===== src/rtl/ycbcr_to_rgb565_pkg.sv =====
// Shared constants for the YCbCr -> RGB converter.
// The coefficients are BT.601 full-range values scaled by 2^FRAC_BITS.
package ycc_pkg;
   localparam logic signed [17:0] KR_CR     = 18'sd359;
   localparam logic signed [17:0] KG_CB     = 18'sd88;
   localparam logic signed [17:0] KG_CR     = 18'sd183;
   localparam logic signed [17:0] KB_CB     = 18'sd454;
   localparam logic signed [8:0]  C_OFFSET  = 9'sd128;
   localparam int                 FRAC_BITS = 8;
   // Also used by the rgb_to_ycbcr side to keep its timing signals aligned.
   localparam int                 PIPE_LAT  = 4;
endpackage


===== src/rtl/ycbcr_to_rgb565_if.sv =====
// Pixel bus for the converter: the YCbCr input with its timing, and the RGB output with its timing.
interface ycbcr_to_rgb565_if;
   logic [7:0]  i_y;
   logic [7:0]  i_cb;
   logic [7:0]  i_cr;
   logic        i_h_sync;
   logic        i_v_sync;
   logic        i_data_en;
   logic [23:0] o_rgb888;
   logic [15:0] o_rgb565;
   logic        o_h_sync;
   logic        o_v_sync;
   logic        o_data_en;

   modport master (
      output i_y, i_cb, i_cr, i_h_sync, i_v_sync, i_data_en,
      input  o_rgb888, o_rgb565, o_h_sync, o_v_sync, o_data_en
   );

   modport slave (
      input  i_y, i_cb, i_cr, i_h_sync, i_v_sync, i_data_en,
      output o_rgb888, o_rgb565, o_h_sync, o_v_sync, o_data_en
   );
endinterface


===== src/rtl/ycbcr_to_rgb565_clamp.sv =====
// Saturates a signed 8.8 fixed-point channel sum to an unsigned 8-bit value.
module ycc_clamp_u8 (
   input  logic signed [17:0] sum,
   output logic [7:0]         value
);
   logic unused_frac;

   assign unused_frac = ^sum[7:0];

   always_comb begin
      value = sum[15:8];
      if (sum[17])
         value = 8'h00;
      else if (sum[16])
         value = 8'hff;
   end
endmodule


===== src/rtl/ycbcr_to_rgb565.sv =====
// Four-stage YCbCr -> RGB888/RGB565 converter. The timing signals travel in a shift register
// of the same depth as the datapath, so they leave the block aligned with the pixel data.
module ycbcr_to_rgb565
   import ycc_pkg::*;
#(
   parameter bit ROUND      = 1'b1,
   parameter bit BLANK_ZERO = 1'b1
) (
   input logic              clk,
   input logic              rst_n,
   ycbcr_to_rgb565_if.slave pix
);
   localparam logic signed [17:0] RND = ROUND ? 18'sd128 : 18'sd0;

   logic signed [8:0]  cb_s1, cr_s1;
   logic signed [17:0] y_s1, y_s2;
   logic signed [17:0] p_r_cr, p_g_cb, p_g_cr, p_b_cb;
   logic signed [17:0] r_sum, g_sum, b_sum;
   logic [7:0]         r_sat, g_sat, b_sat;
   logic [23:0]        rgb;
   logic [PIPE_LAT-1:0] hs_d, vs_d, de_d;

   ycc_clamp_u8 u_clamp_r (.sum(r_sum), .value(r_sat));
   ycc_clamp_u8 u_clamp_g (.sum(g_sum), .value(g_sat));
   ycc_clamp_u8 u_clamp_b (.sum(b_sum), .value(b_sat));

   always_ff @(posedge clk or negedge rst_n) begin
      if (!rst_n) begin
         cb_s1  <= '0;
         cr_s1  <= '0;
         y_s1   <= '0;
         y_s2   <= '0;
         p_r_cr <= '0;
         p_g_cb <= '0;
         p_g_cr <= '0;
         p_b_cb <= '0;
         r_sum  <= '0;
         g_sum  <= '0;
         b_sum  <= '0;
         rgb    <= '0;
         hs_d   <= '0;
         vs_d   <= '0;
         de_d   <= '0;
      end else begin
         cb_s1  <= $signed({1'b0, pix.i_cb}) - C_OFFSET;
         cr_s1  <= $signed({1'b0, pix.i_cr}) - C_OFFSET;
         y_s1   <= $signed(18'(pix.i_y) << FRAC_BITS);

         y_s2   <= y_s1;
         p_r_cr <= 18'(cr_s1) * KR_CR;
         p_g_cb <= 18'(cb_s1) * KG_CB;
         p_g_cr <= 18'(cr_s1) * KG_CR;
         p_b_cb <= 18'(cb_s1) * KB_CB;

         r_sum  <= y_s2 + p_r_cr + RND;
         g_sum  <= y_s2 - p_g_cb - p_g_cr + RND;
         b_sum  <= y_s2 + p_b_cb + RND;

         // The stage-3 copy of data_en is the one that lands alongside this pixel.
         if (BLANK_ZERO && !de_d[PIPE_LAT-2])
            rgb <= '0;
         else
            rgb <= {r_sat, g_sat, b_sat};

         hs_d <= {hs_d[PIPE_LAT-2:0], pix.i_h_sync};
         vs_d <= {vs_d[PIPE_LAT-2:0], pix.i_v_sync};
         de_d <= {de_d[PIPE_LAT-2:0], pix.i_data_en};
      end
   end

   assign pix.o_rgb888  = rgb;
   assign pix.o_rgb565  = {rgb[23:19], rgb[15:10], rgb[7:3]};
   assign pix.o_h_sync  = hs_d[PIPE_LAT-1];
   assign pix.o_v_sync  = vs_d[PIPE_LAT-1];
   assign pix.o_data_en = de_d[PIPE_LAT-1];
endmodule


===== src/flat_wrapper.sv =====
// flat-port wrapper written by rule: the top's interface ports become plain ports
module ycbcr_to_rgb565_flat import ycc_pkg::*;
#(
   parameter bit ROUND      = 1'b1,
   parameter bit BLANK_ZERO = 1'b1
)
  (clk, rst_n, pix_i_y, pix_i_cb, pix_i_cr, pix_i_h_sync, pix_i_v_sync, pix_i_data_en, pix_o_rgb888, pix_o_rgb565, pix_o_h_sync, pix_o_v_sync, pix_o_data_en);
  ycbcr_to_rgb565_if pix_i ();
  input logic clk;
  input logic rst_n;
  input wire logic [$bits(pix_i.i_y)-1:0] pix_i_y;
  input wire logic [$bits(pix_i.i_cb)-1:0] pix_i_cb;
  input wire logic [$bits(pix_i.i_cr)-1:0] pix_i_cr;
  input wire logic [$bits(pix_i.i_h_sync)-1:0] pix_i_h_sync;
  input wire logic [$bits(pix_i.i_v_sync)-1:0] pix_i_v_sync;
  input wire logic [$bits(pix_i.i_data_en)-1:0] pix_i_data_en;
  output wire logic [$bits(pix_i.o_rgb888)-1:0] pix_o_rgb888;
  output wire logic [$bits(pix_i.o_rgb565)-1:0] pix_o_rgb565;
  output wire logic [$bits(pix_i.o_h_sync)-1:0] pix_o_h_sync;
  output wire logic [$bits(pix_i.o_v_sync)-1:0] pix_o_v_sync;
  output wire logic [$bits(pix_i.o_data_en)-1:0] pix_o_data_en;
  assign pix_i.i_y = pix_i_y;
  assign pix_i.i_cb = pix_i_cb;
  assign pix_i.i_cr = pix_i_cr;
  assign pix_i.i_h_sync = pix_i_h_sync;
  assign pix_i.i_v_sync = pix_i_v_sync;
  assign pix_i.i_data_en = pix_i_data_en;
  assign pix_o_rgb888 = pix_i.o_rgb888;
  assign pix_o_rgb565 = pix_i.o_rgb565;
  assign pix_o_h_sync = pix_i.o_h_sync;
  assign pix_o_v_sync = pix_i.o_v_sync;
  assign pix_o_data_en = pix_i.o_data_en;
  ycbcr_to_rgb565 #(.ROUND(ROUND), .BLANK_ZERO(BLANK_ZERO)) u_core (.clk(clk), .rst_n(rst_n), .pix(pix_i));
endmodule

===== config.mk =====
export PLATFORM = sky130hd
export DESIGN_NAME = ycbcr_to_rgb565_flat
export DESIGN_NICKNAME = d
export VERILOG_FILES = /design/src/rtl/ycbcr_to_rgb565_pkg.sv /design/src/rtl/ycbcr_to_rgb565_if.sv /design/src/rtl/ycbcr_to_rgb565_clamp.sv /design/src/rtl/ycbcr_to_rgb565.sv /design/src/flat_wrapper.sv
export SDC_FILE = /design/constraint.sdc
export NUM_CORES = 1
export LEC_CHECK = 0
export BUFFER_PORTS_ARGS = -buffer_cell sky130_fd_sc_hd__buf_2
export CAP_MARGIN = 20
export CORE_MARGIN = 2
export CORE_UTILIZATION = 60
export CTS_CLUSTER_SIZE = 24
export DETAILED_ROUTE_END_ITERATION = 10
export GPL_TIMING_DRIVEN = 0
export MAX_ROUTING_LAYER = met4
export PLACE_DENSITY = 0.82
export SYNTH_ARGS = -nofsm -noshare
export SYNTH_HDL_FRONTEND = slang
export SYNTH_SLANG_ARGS = --single-unit

===== constraint.sdc =====
create_clock -name clk -period 5 [get_ports clk]
set_input_delay 0.75 -clock clk [delete_from_list [all_inputs] [get_ports clk]]
set_output_delay 0.75 -clock clk [all_outputs]
set_load 0.01 [all_outputs]

==> results of run 1 <==
[cells by family (layout without fill, tap and decap cells)]
logic type / after synthesis / after routing
flip-flops: 152 / 152
adder cells (fa/ha/maj): 245 / 245
AND/OR/NAND/NOR: 157 / 157
XOR/XNOR: 85 / 85
AO/OA/AOI/OAI: 158 / 158
multiplexers: 3 / 3
buffers and inverters: 214 / 326
[worst register-to-register path, stage by stage (launching register included)]
cell	delay, ns
dfrtp_2	0.49
buf_2	0.28
inv_1	0.20
ha_4	0.38
ha_1	0.16
inv_1	0.05
fa_1	0.49
fa_1	0.55
inv_1	0.06
fa_1	0.46
ha_1	0.35
nor2b_1	0.16
o21ai_1	0.21
a21boi_2	0.14
buf_4	0.16
o211a_1	0.20
a211oi_1	0.28
[final cells by class]
type,count,area [um^2],share of cell area [%]
Buffer,26,159,1.31
Clock buffer,18,429,3.54
Clock inverter,14,134,1.10
Inverter,188,706,5.82
Multi-Input combinational cell,648,6160,50.8
Sequential cell,152,3800,31.4
Tap cell,229,287,2.36
Timing Repair Buffer,80,449,3.70
[where the power goes]
group	leakage [nW]	switching [mW]	internal (mW)
clock network	0.267	0.553	0.658
registers	1.81	0.156	1.67
logic	4.38	2.17	1.76
total	6.45	2.88	4.08
[stage by stage]
step           std cells  area, um^2
3_3_place_gp        1314       11400
3_5_place_dp        1315       11500
6_report            1355       12100
2_1_floorplan       1014       10800
4_1_cts             1347       12100
5_1_grt             1355       12100
[state kept, by name, summed over array words and instances, names as in the netlist, 8 cells and up]
register,flops
u_core.r_sum,10
u_core.g_sum,10
u_core.cr_s1,8
u_core.cb_s1,8
u_core.pix.o_rgb888,24
u_core.p_g_cr,16
u_core.p_r_cr,13
u_core.b_sum,10
u_core.p_g_cb,14
u_core.y_s1,8
u_core.p_b_cb,11
u_core.y_s2,8
[metal layers]
layer  global-route usage, %  share of wire [%]  wire (um)  vias to the layer above
li1                        -                  -          -                     3487
met1                    29.1                 45       8770                     3350
met2                    36.5                 49       9560                      127
met3                    3.43                3.4        655                       28
met4                    6.02                2.0        394                        0
met5                       -                  0          0                        -
[worst max-delay path by stage]
stage / end / start / cells after the start
finish: u_core.p_r_cr[14] / u_core.cr_s1[7] / 16
global placement: u_core.p_r_cr[14] / u_core.cr_s1[7] / 16
CTS: u_core.p_r_cr[14] / u_core.cr_s1[7] / 16
detailed placement: u_core.p_r_cr[14] / u_core.cr_s1[7] / 16
global route: u_core.p_r_cr[14] / u_core.cr_s1[7] / 16
floorplan: u_core.p_r_cr[16] / u_core.cr_s1[7] / 16
[placed cells by master (no fill, tap or decap), drive strengths merged, types with 4 or more instances in the layout]
cell type and n:
xor2 14, o21ai 27, dfrtp 152, fa 69
a221oi 4, nand2 22, a21oi 44, inv 196
xnor2 71, nor2 88, nor3 6, ha 176
o21a 10, clkbuf 26, o21bai 5, a211oi 4
and3 6, a21o 25, or2 4, buf 98
nor2b 11, nand2b 9, a31oi 5, o31ai 4
a22oi 4
[timing repair]
action / CTS / global route
gates resized for setup: 3 / 2
buffers inserted: 0 / 8
endpoints found under the setup margin: 8 / 9
hold endpoints to repair: 0 / 0
pin swaps: 0 / 1
==> results.md, run 1 <==
* Post-synth ARST share at 100%
* Clk slew on worst S/H paths at 0.07 ns
* Synth Area in Simple Gates at 6.57%
* Setup violators final at 0
* Root buf cell: clkbuf_16
* Clock tree sinks at 152
* CP arrival at 5.04 ns
* First-pass DRT Iterations at 4
* Post-synthesis compound-gate area fraction at 9.89%
* Die H at 138 um
* FP Rows at 49
* Max stage delay on crit path at 0.55 ns
* Worst path top cell family by delay: adder cells
* Synth cell types at 58
* Worst-skew pair later-pin latency at 0.42 ns
* Worst R2R End: u_core.p_r_cr[14]
* Max transition margin at 56.5%
* Worst Path Buf+Inv at 5
* Area share of the leading cell type in the synthesized netlist at 35.2%
* Port Buffers at 71
* Worst reg2reg path startpoint: u_core.cr_s1[7]
* Setup Slack @ Placement at -0.315 ns
* Reg2reg setup slack at 0.25 ns
* Global Route Usage Sum at 22.2%
* PwrDens at 574 mW/mm^2
* Largest net degree at the start of global routing at 94
* DRC violation total after the first TritonRoute iteration at 343
* Setup TNS at 0 ns
* Outcome: completed
* HPWL after detailed placement at 15000 um
* Crit start category: flip-flop
* Layout area overhead at 12.2%
* Fillcell total at 1320
* Max_cap viols at 0
* Yosys top cell by area: dfrtp_1
* Post-Syn Area at 0.0108 mm^2
* Post-synth EDFFs at 0
* FF-to-FF path depth at 16
* Final Util at 68.0%
* Fin Clk Skew at 0.0140 ns
* Die width at 138 um
* FMAX at 0.211 GHz
* Period Utilization, post-route at 95.0%
* Critical-path top delay cell: fa_1
* Share of post-route cells with drive strength above 1 at 12.7%
* I/O pin cnt at 72
* Largest family of logic cells by synthesized area: adder cells
* Cells after Synth at 1014
* Top-count cell post-synth: inv_1
* Total wire length at 19400 um
* Fin. Hold Viols at 0
* Vias in the first global route at 7112
* Least-Margin Pin Slew at 0.644 ns
* First-pass GRT wire length at 33400 um
* Avg WL per Cell at 14.3 um
* Crit. End Element: flip-flop
* Total power at 6.96 mW
* Slew Limit Fails at 0
* Warnings, synthesis at 0
* Longest Clk Path Bufs at 2
* Tmin final at 4.75 ns
* Critical path peak fanout at 9
* Vias per inst at 5.16
* #FFs+latches synth at 152
* Most used DFF post-synth: dfrtp_1
* Die area at 0.0191 mm^2
* Fin Hold WS at 0.297 ns
* RSZ-0062 raised after global routing: false
* CP Cell Sequence: buf_2 > inv_1 > ha_4 > ha_1 > inv_1 > fa_1 > fa_1 > inv_1 > fa_1 > ha_1 > nor2b_1 > o21ai_1 > a21boi_2 > buf_4 > o211a_1 > a211oi_1
* CTS tree: done
* Core footprint at 0.0178 mm^2
* Critical path class: flip-flop to flip-flop
* Hold-fix buffer count after cts at 0
* Worst Path Required at 5.29 ns
* Mux contribution to synthesized area at 0.278%
* Synth top cells by count: 188 x inv_1, 176 x ha_1, 152 x dfrtp_1, 88 x nor2_1, 71 x xnor2_1
* Grt ovf at 0
* Antenna cells at 0
* Nets at 1387
* Maximum vdd drop at 0.360 mV
* Syn avg cell area at 10.7 um^2
* Final worst slack at 0.252 ns
* Placer Congestion at 0.917
* H-Tree Level Count at 4
* HP Class: input port to async pin
* Leakage at 6.45 nW
* Vias at 6992
* Num CTS Buffers at 17
* Synth top area cells: dfrtp_1 35%, ha_1 20%, fa_1 13%
* Sequential fraction of the synthesis area at 35.2%
* Post-synth net total at 1288
* Starting Density at 60.6%
* Synth Area in Adders at 33.2%
* DRC violations left at 0
* Final ANT Viol Nets at 0
* Initial antenna violation count at 0
* Post-Synth XOR/XNOR Area at 6.89%
No activity file was read; power rests on OpenSTA's default activity.
==> run 2: changes to the inputs <==
clock period = 5.3 ns   (was 5 ns; I/O delays follow)
==> run 2 against run 1 <==
Net effect: clock-buffer cell count stayed put; total power is 6.2% lower; non-clock buffer count is 8 lower; clock power is 6% lower; sequential power is 5% lower; die area stayed put; core utilization is 0.42 points lower; first-iteration DRC count is 5.2% lower; routed wire length is 1.5% lower; via count is 0.72% lower; fmax is 3.8% lower; critical endpoint unchanged.
==> results.md, run 2 (synthesized netlist as in run 1, its figures left out) <==
* Die width at 138 um (unchanged)
* Fin Clk Skew at 0.0141 ns (was 0.0140 ns)
* Core footprint at 0.0178 mm^2 (unchanged)
* FP Rows at 49 (unchanged)
* Clock tree sinks at 152 (unchanged)
* Met1 GRT Util at 29.1% (about the same)
* Vias per inst at 5.15 (was 5.16)
* Initial antenna violation count at 0 (unchanged)
* FMAX at 0.203 GHz (was 0.211 GHz)
* Grt ovf at 0 (unchanged)
* Port Buffers at 71 (unchanged)
* Leakage at 6.41 nW (was 6.45 nW)
* Fin area at 0.0121 mm^2 (about the same)
* Layout area overhead at 11.5% (was 12.2%)
* H-Tree Level Count at 4 (unchanged)
* CP arrival at 5.22 ns (was 5.04 ns)
* I/O pin cnt at 72 (unchanged)
* Maximum vdd drop at 0.338 mV (was 0.360 mV)
* Placer Congestion at 0.917 (unchanged)
* Setup violators final at 0 (unchanged)
* Gr busiest metal: met2 (unchanged)
* Max transition margin at 56.3% (was 56.5%)
* Outcome: completed (unchanged)
* DP Area at 0.0115 mm^2 (unchanged)
* Switching power at 2.69 mW (was 2.88 mW)
* Crit start category: flip-flop (unchanged)
* Longest Clk Path Bufs at 2 (unchanged)
* Final Util at 67.5% (was 68.0%)
* Crit. End Element: flip-flop (unchanged)
* DRC violations left at 0 (unchanged)
* Num CTS Buffers at 17 (unchanged)
* Root buf cell: clkbuf_16 (unchanged)
* CTS tree: done (unchanged)
* Reg2reg setup slack at 0.36 ns (was 0.25 ns)
* Clock power frac at 17.5% (was 17.4%)
* RSZ-0062 raised after global routing: false (unchanged)
* Vias in the first global route at 7112 (unchanged)
* Starting Density at 60.6% (unchanged)
* FF-to-FF path depth at 16 (unchanged)
* Critical path class: flip-flop to flip-flop (unchanged)
* Commonest non-fill, non-tap cell in the layout: inv_1 (unchanged)
* Internal power at 3.84 mW (was 4.08 mW)
* Met2 global-route usage at 36.5% (unchanged)
* Fin. Hold Viols at 0 (unchanged)
* Tmin final at 4.94 ns (was 4.75 ns)
* HPWL after detailed placement at 15000 um (unchanged)
* Worst-skew pair later-pin latency at 0.42 ns (about the same)
* First-pass GRT wire length at 33300 um (was 33400 um)
* DRC violation total after the first TritonRoute iteration at 325 (was 343)
* Final worst slack at 0.364 ns (was 0.252 ns)
* Total power at 6.53 mW (was 6.96 mW)
* Max reg flops at 24 (unchanged)
* Antenna cells at 0 (unchanged)
* Vias at 6942 (was 6992)
* First-pass DRT Iterations at 4 (unchanged)
* Final ANT Viol Nets at 0 (unchanged)
* Critical path peak fanout at 11 (was 9)
* Global Route Usage Sum at 22.2% (about the same)
* Slew Limit Fails at 0 (unchanged)
* Least-Margin Pin Slew at 0.647 ns (was 0.644 ns)
* Nets at 1379 (was 1387)
* Period Utilization, post-route at 93.1% (was 95.0%)
* Sequential power share at 26.3% (was 26.2%)
* PwrDens at 542 mW/mm^2 (was 574 mW/mm^2)
* Most frequent cells in the layout: 188 x inv_1, 175 x ha_1, 151 x dfrtp_1 (unchanged)
* Largest net degree at the start of global routing at 94 (unchanged)
* Combinational group share of total power at 56.2% (was 56.4%)
* Max_cap viols at 0 (unchanged)
* Avg WL per Cell at 14.2 um (was 14.3 um)
* Met3 usage at 3.43% (unchanged)
* Post-CTS Setup Repair Bufs at 0 (unchanged)
* Die area at 0.0191 mm^2 (unchanged)
* HP Class: input port to async pin (unchanged)
* Share of post-route cells with drive strength above 1 at 12.0% (was 12.7%)
* Total wire length at 19100 um (was 19400 um)
* Worst Path Required at 5.59 ns (was 5.29 ns)
* Sw Ratio at 41.2% (was 41.3%)
* Die H at 138 um (unchanged)
* Setup Slack @ Placement at -0.0152 ns (was -0.315 ns)
* Clk slew on worst S/H paths at 0.07 ns (about the same)
[run 2: per-stage QoR]
stage / hold WS, ns / std cells / setup TNS, ns
global route: 0.353 / 1347 / 0
global placement: 0.331 / 1314 / 0
floorplan: 0.331 / 1014 / 0
CTS: 0.348 / 1347 / 0
detailed placement: 0.336 / 1315 / -0.0196
finish: 0.344 / 1347 / 0
[run 2: metal layers]
metal	wire length, um	up-vias
met2	9370	129
li1	-	3472
met3	613	28
met1	8700	3313
met4	410	0
met5	0	-
[run 2: final cells by class]
cell class | instances | area (um^2)
clock inverters | 14 | 134
fillers | 1334 | 5790
inverters | 188 | 706
repair buffers | 72 | 389
clock buffers | 18 | 429
flip-flops and latches | 152 | 3800
multi-input cells | 648 | 6140
well taps | 229 | 287
plain buffers | 26 | 159
[run 2: worst max-delay path, cell delays in order (launching register included)]
cell	delay, ns
dfrtp_2	0.54
buf_2	0.28
inv_1	0.18
ha_2	0.48
ha_1	0.18
inv_1	0.05
fa_1	0.49
fa_1	0.55
inv_1	0.06
fa_1	0.46
ha_1	0.34
nand2_1	0.06
nor3_1	0.25
o21ai_1	0.14
a21boi_2	0.33
o21ai_1	0.09
a211oi_1	0.31
[run 2: repair_timing]
action	in CTS	in global routing
gates resized for setup	1	2
endpoints found under the setup margin	2	7
hold buffers	0	0
[run 2: path summary, 6_finish.rpt]
kind                            startpoint                       to
min in group clk           u_core.y_s1[15]          u_core.y_s2[15]
max in group asynchronous            rst_n  u_core.pix.o_rgb888[12]
hold / removal                       rst_n          u_core.cr_s1[5]
setup / recovery           u_core.cr_s1[7]        u_core.p_r_cr[14]
setup reg to reg           u_core.cr_s1[7]        u_core.p_r_cr[14]
hold reg to reg            u_core.y_s1[15]          u_core.y_s2[15]
[run 2: power by group through the flow]
stage          clock network [mW]  logic, mW  registers, mW
2_1_floorplan                   0       2.80           1.74
3_3_place_gp                    0       3.50           1.73
3_5_place_dp                    0       3.61           1.74
4_1_cts                      1.17       3.67           1.72
5_1_grt                      1.23       4.13           1.76
6_report                     1.14       3.67           1.72
==> run 3: changes to the inputs <==
CTS_BUF_LIST = sky130_fd_sc_hd__clkbuf_4   (was not set)
SLEW_MARGIN = 0   (was not set)
clock period = 5.6 ns   (was 5.3 ns; I/O delays follow)
==> run 3 against run 2 <==
Net effect: die area unchanged; via count fell by 0.69%; register-to-register slack better by 0.07 ns; first-iteration DRC count down 3.4%; routed wire length is 2.9% lower; sequential cell count did not move; combinational power fell by 6.3%.
==> results.md, run 3 (synthesized netlist as in run 1, its figures left out) <==
* Outcome: completed (unchanged)
* HP Class: input port to async pin (unchanged)
* Maximum vdd drop at 0.290 mV (was 0.338 mV)
* HPWL after detailed placement at 15000 um (unchanged)
* Largest net degree at the start of global routing at 94 (unchanged)
* CP Cell Sequence: buf_2 > inv_1 > ha_1 > ha_1 > inv_1 > fa_1 > fa_1 > inv_1 > fa_1 > ha_1 > nand2_1 > nor3_1 > o21ai_1 > a21boi_1 > o21ai_1 > a211oi_1 (was buf_2 > inv_1 > ha_2 > ha_1 > inv_1 > fa_1 > fa_1 > inv_1 > fa_1 > ha_1 > nand2_1 > nor3_1 > o21ai_1 > a21boi_2 > o21ai_1 > a211oi_1)
* Least-Margin Pin Slew at 0.619 ns (was 0.647 ns)
* Root buf cell: clkbuf_4 (was clkbuf_16)
* Global Route Usage Sum at 21.8% (was 22.2%)
* Num CTS Buffers at 17 (unchanged)
* I/O pin cnt at 72 (unchanged)
* Initial antenna violation count at 1 (was 0)
* Grt ovf at 0 (unchanged)
* Most frequent cells in the layout: 188 x inv_1, 176 x ha_1, 151 x dfrtp_1 (was 188 x inv_1, 175 x ha_1, 151 x dfrtp_1)
* Critical-path top delay cell: dfrtp_2 (was fa_1)
* Setup TNS at 0 ns (unchanged)
* Max transition margin at 58.2% (was 56.3%)
* Nets at 1379 (unchanged)
* FF-to-FF path depth at 16 (unchanged)
* PwrDens at 486 mW/mm^2 (was 542 mW/mm^2)
* Fin area at 0.0118 mm^2 (was 0.0121 mm^2)
* FP Rows at 49 (unchanged)
* Placed insts at 1315 (unchanged)
* Layout area overhead at 8.78% (was 11.5%)
* Slew Limit Fails at 0 (unchanged)
* Hold-fix buffer count after cts at 0 (unchanged)
* Worst-skew pair later-pin latency at 0.59 ns (was 0.42 ns)
* Worst path top cell family by delay: adder cells (unchanged)
* Vias in the first global route at 6984 (was 7112)
* Fillcell total at 1387 (was 1334)
* Fin Clk Skew at 0.0336 ns (was 0.0141 ns)
* Max reg flops at 24 (unchanged)
* Worst Path Required at 6.05 ns (was 5.59 ns)
* Fin. Hold Viols at 0 (unchanged)
* Longest Clk Path Bufs at 2 (unchanged)
* DRC violations left at 0 (unchanged)
* CP arrival at 5.62 ns (was 5.22 ns)
* Vias per inst at 5.11 (was 5.15)
* Reg2reg setup slack at 0.44 ns (was 0.36 ns)
* Share of post-route cells with drive strength above 1 at 11.9% (was 12.0%)
* Max stage delay on crit path at 0.57 ns (was 0.55 ns)
* Crit. End Element: flip-flop (unchanged)
* Port Buffers at 71 (unchanged)
* Critical path class: flip-flop to flip-flop (unchanged)
* Worst Path Buf+Inv at 4 (unchanged)
* Die area at 0.0191 mm^2 (unchanged)
* Die H at 138 um (unchanged)
* Worst reg2reg path startpoint: u_core.cr_s1[7] (unchanged)
* CTS tree: done (unchanged)
* Period Utilization, post-route at 92.2% (was 93.1%)
* Avg WL per Cell at 13.8 um (was 14.2 um)
* Tmin final at 5.16 ns (was 4.94 ns)
* Critical path peak fanout at 11 (unchanged)
* DRC violation total after the first TritonRoute iteration at 314 (was 325)
* Total wire length at 18500 um (was 19100 um)
* Vias at 6894 (was 6942)
* Max_cap viols at 0 (unchanged)
* Multi-input combinational cell area at 0.00614 mm^2 (about the same)
* FF+latch area at 0.00380 mm^2 (unchanged)
* H-Tree Level Count at 4 (unchanged)
* Commonest non-fill, non-tap cell in the layout: inv_1 (unchanged)
* FMAX at 0.194 GHz (was 0.203 GHz)
* First-pass DRT Iterations at 4 (unchanged)
* Clock tree sinks at 152 (unchanged)
* Starting Density at 60.6% (unchanged)
* RSZ-0062 raised after global routing: false (unchanged)
* Final ANT Viol Nets at 0 (unchanged)
* Setup violators final at 0 (unchanged)
* First-pass GRT wire length at 32500 um (was 33300 um)
* Leakage at 6.28 nW (was 6.41 nW)
* Worst R2R End: u_core.p_r_cr[14] (unchanged)
* Non-filler cells, final at 1348 (was 1347)
* Final Util at 65.9% (was 67.5%)
* DP Area at 0.0115 mm^2 (unchanged)
* Core footprint at 0.0178 mm^2 (unchanged)
* Placer Congestion at 0.917 (unchanged)
* Die width at 138 um (unchanged)
* Clk slew on worst S/H paths at 0.16 ns (was 0.07 ns)
* Crit start category: flip-flop (unchanged)
## run 3: cell types whose count changed in the layout (fill, tap and decap cells not counted), sizes merged
cell   change
diode      +1
## run 3: area by class of cell
type,count,share of cell area (%)
Antenna cell,1,0.0213
Buffer,26,1.35
Clock buffer,18,1.15
Clock inverter,14,1.14
Inverter,188,6.00
Multi-Input combinational cell,648,52.2
Sequential cell,152,32.4
Tap cell,229,2.44
Timing Repair Buffer,72,3.31
## run 3: through the flow
stage                     hold slack [ns]  total power, mW  setup WS, ns
after floorplan                     0.331             4.29          1.13
final                               0.204             5.71         0.438
after CTS                           0.191             5.74         0.229
after global routing                0.222             6.28        0.0809
after detailed placement            0.336             5.07         0.285
after global placement              0.331             4.95         0.452
## run 3: worst reg2reg max path: stages, from the launching register on
cell      delay, ns
dfrtp_2        0.57
buf_2          0.29
inv_1          0.18
ha_1           0.51
ha_1           0.21
inv_1          0.05
fa_1           0.49
fa_1           0.55
inv_1          0.06
fa_1           0.46
ha_1           0.34
nand2_1        0.06
nor3_1         0.25
o21ai_1        0.13
a21boi_1       0.46
o21ai_1        0.11
a211oi_1       0.32
## run 3: layer usage
layer / vias to the layer above / global-route usage [%] / routed length [um] / share of wire, %
met5: - / - / 0 / 0
met4: 0 / 8.16 / 501 / 2.7
met3: 38 / 3.36 / 646 / 3.5
met2: 133 / 34.9 / 8940 / 48
met1: 3252 / 28.4 / 8460 / 46
li1: 3471 / - / - / -
## run 3: where the power goes
| part | total, mW | switching (mW) | internal (mW) |
|---|---|---|---|
| logic | 3.44 | 1.89 | 1.55 |
| clock network | 0.651 | 0.451 | 0.200 |
| registers | 1.62 | 0.138 | 1.48 |
| total | 5.71 | 2.48 | 3.23 |
## run 3: how the worst max path moves through the flow
stage                    start           endpoint  slack (ns)  depth (start not counted)
2_1_floorplan  u_core.cr_s1[7]  u_core.p_r_cr[16]        1.13                         16
3_3_place_gp   u_core.cr_s1[7]  u_core.p_r_cr[14]        0.45                         16
3_5_place_dp   u_core.cr_s1[7]  u_core.p_r_cr[14]        0.28                         16
4_1_cts        u_core.cr_s1[7]  u_core.p_r_cr[14]        0.23                         16
5_1_grt        u_core.cr_s1[7]  u_core.p_r_cr[14]        0.08                         16
6_report       u_core.cr_s1[7]  u_core.p_r_cr[14]        0.44                         16
## run 3: what timing repair did
| action | in CTS | in global routing |
|---|---|---|
| endpoints found under the setup margin | 0 | 2 |
| buffers inserted | 0 | 0 |
| gates resized for setup | 0 | 1 |
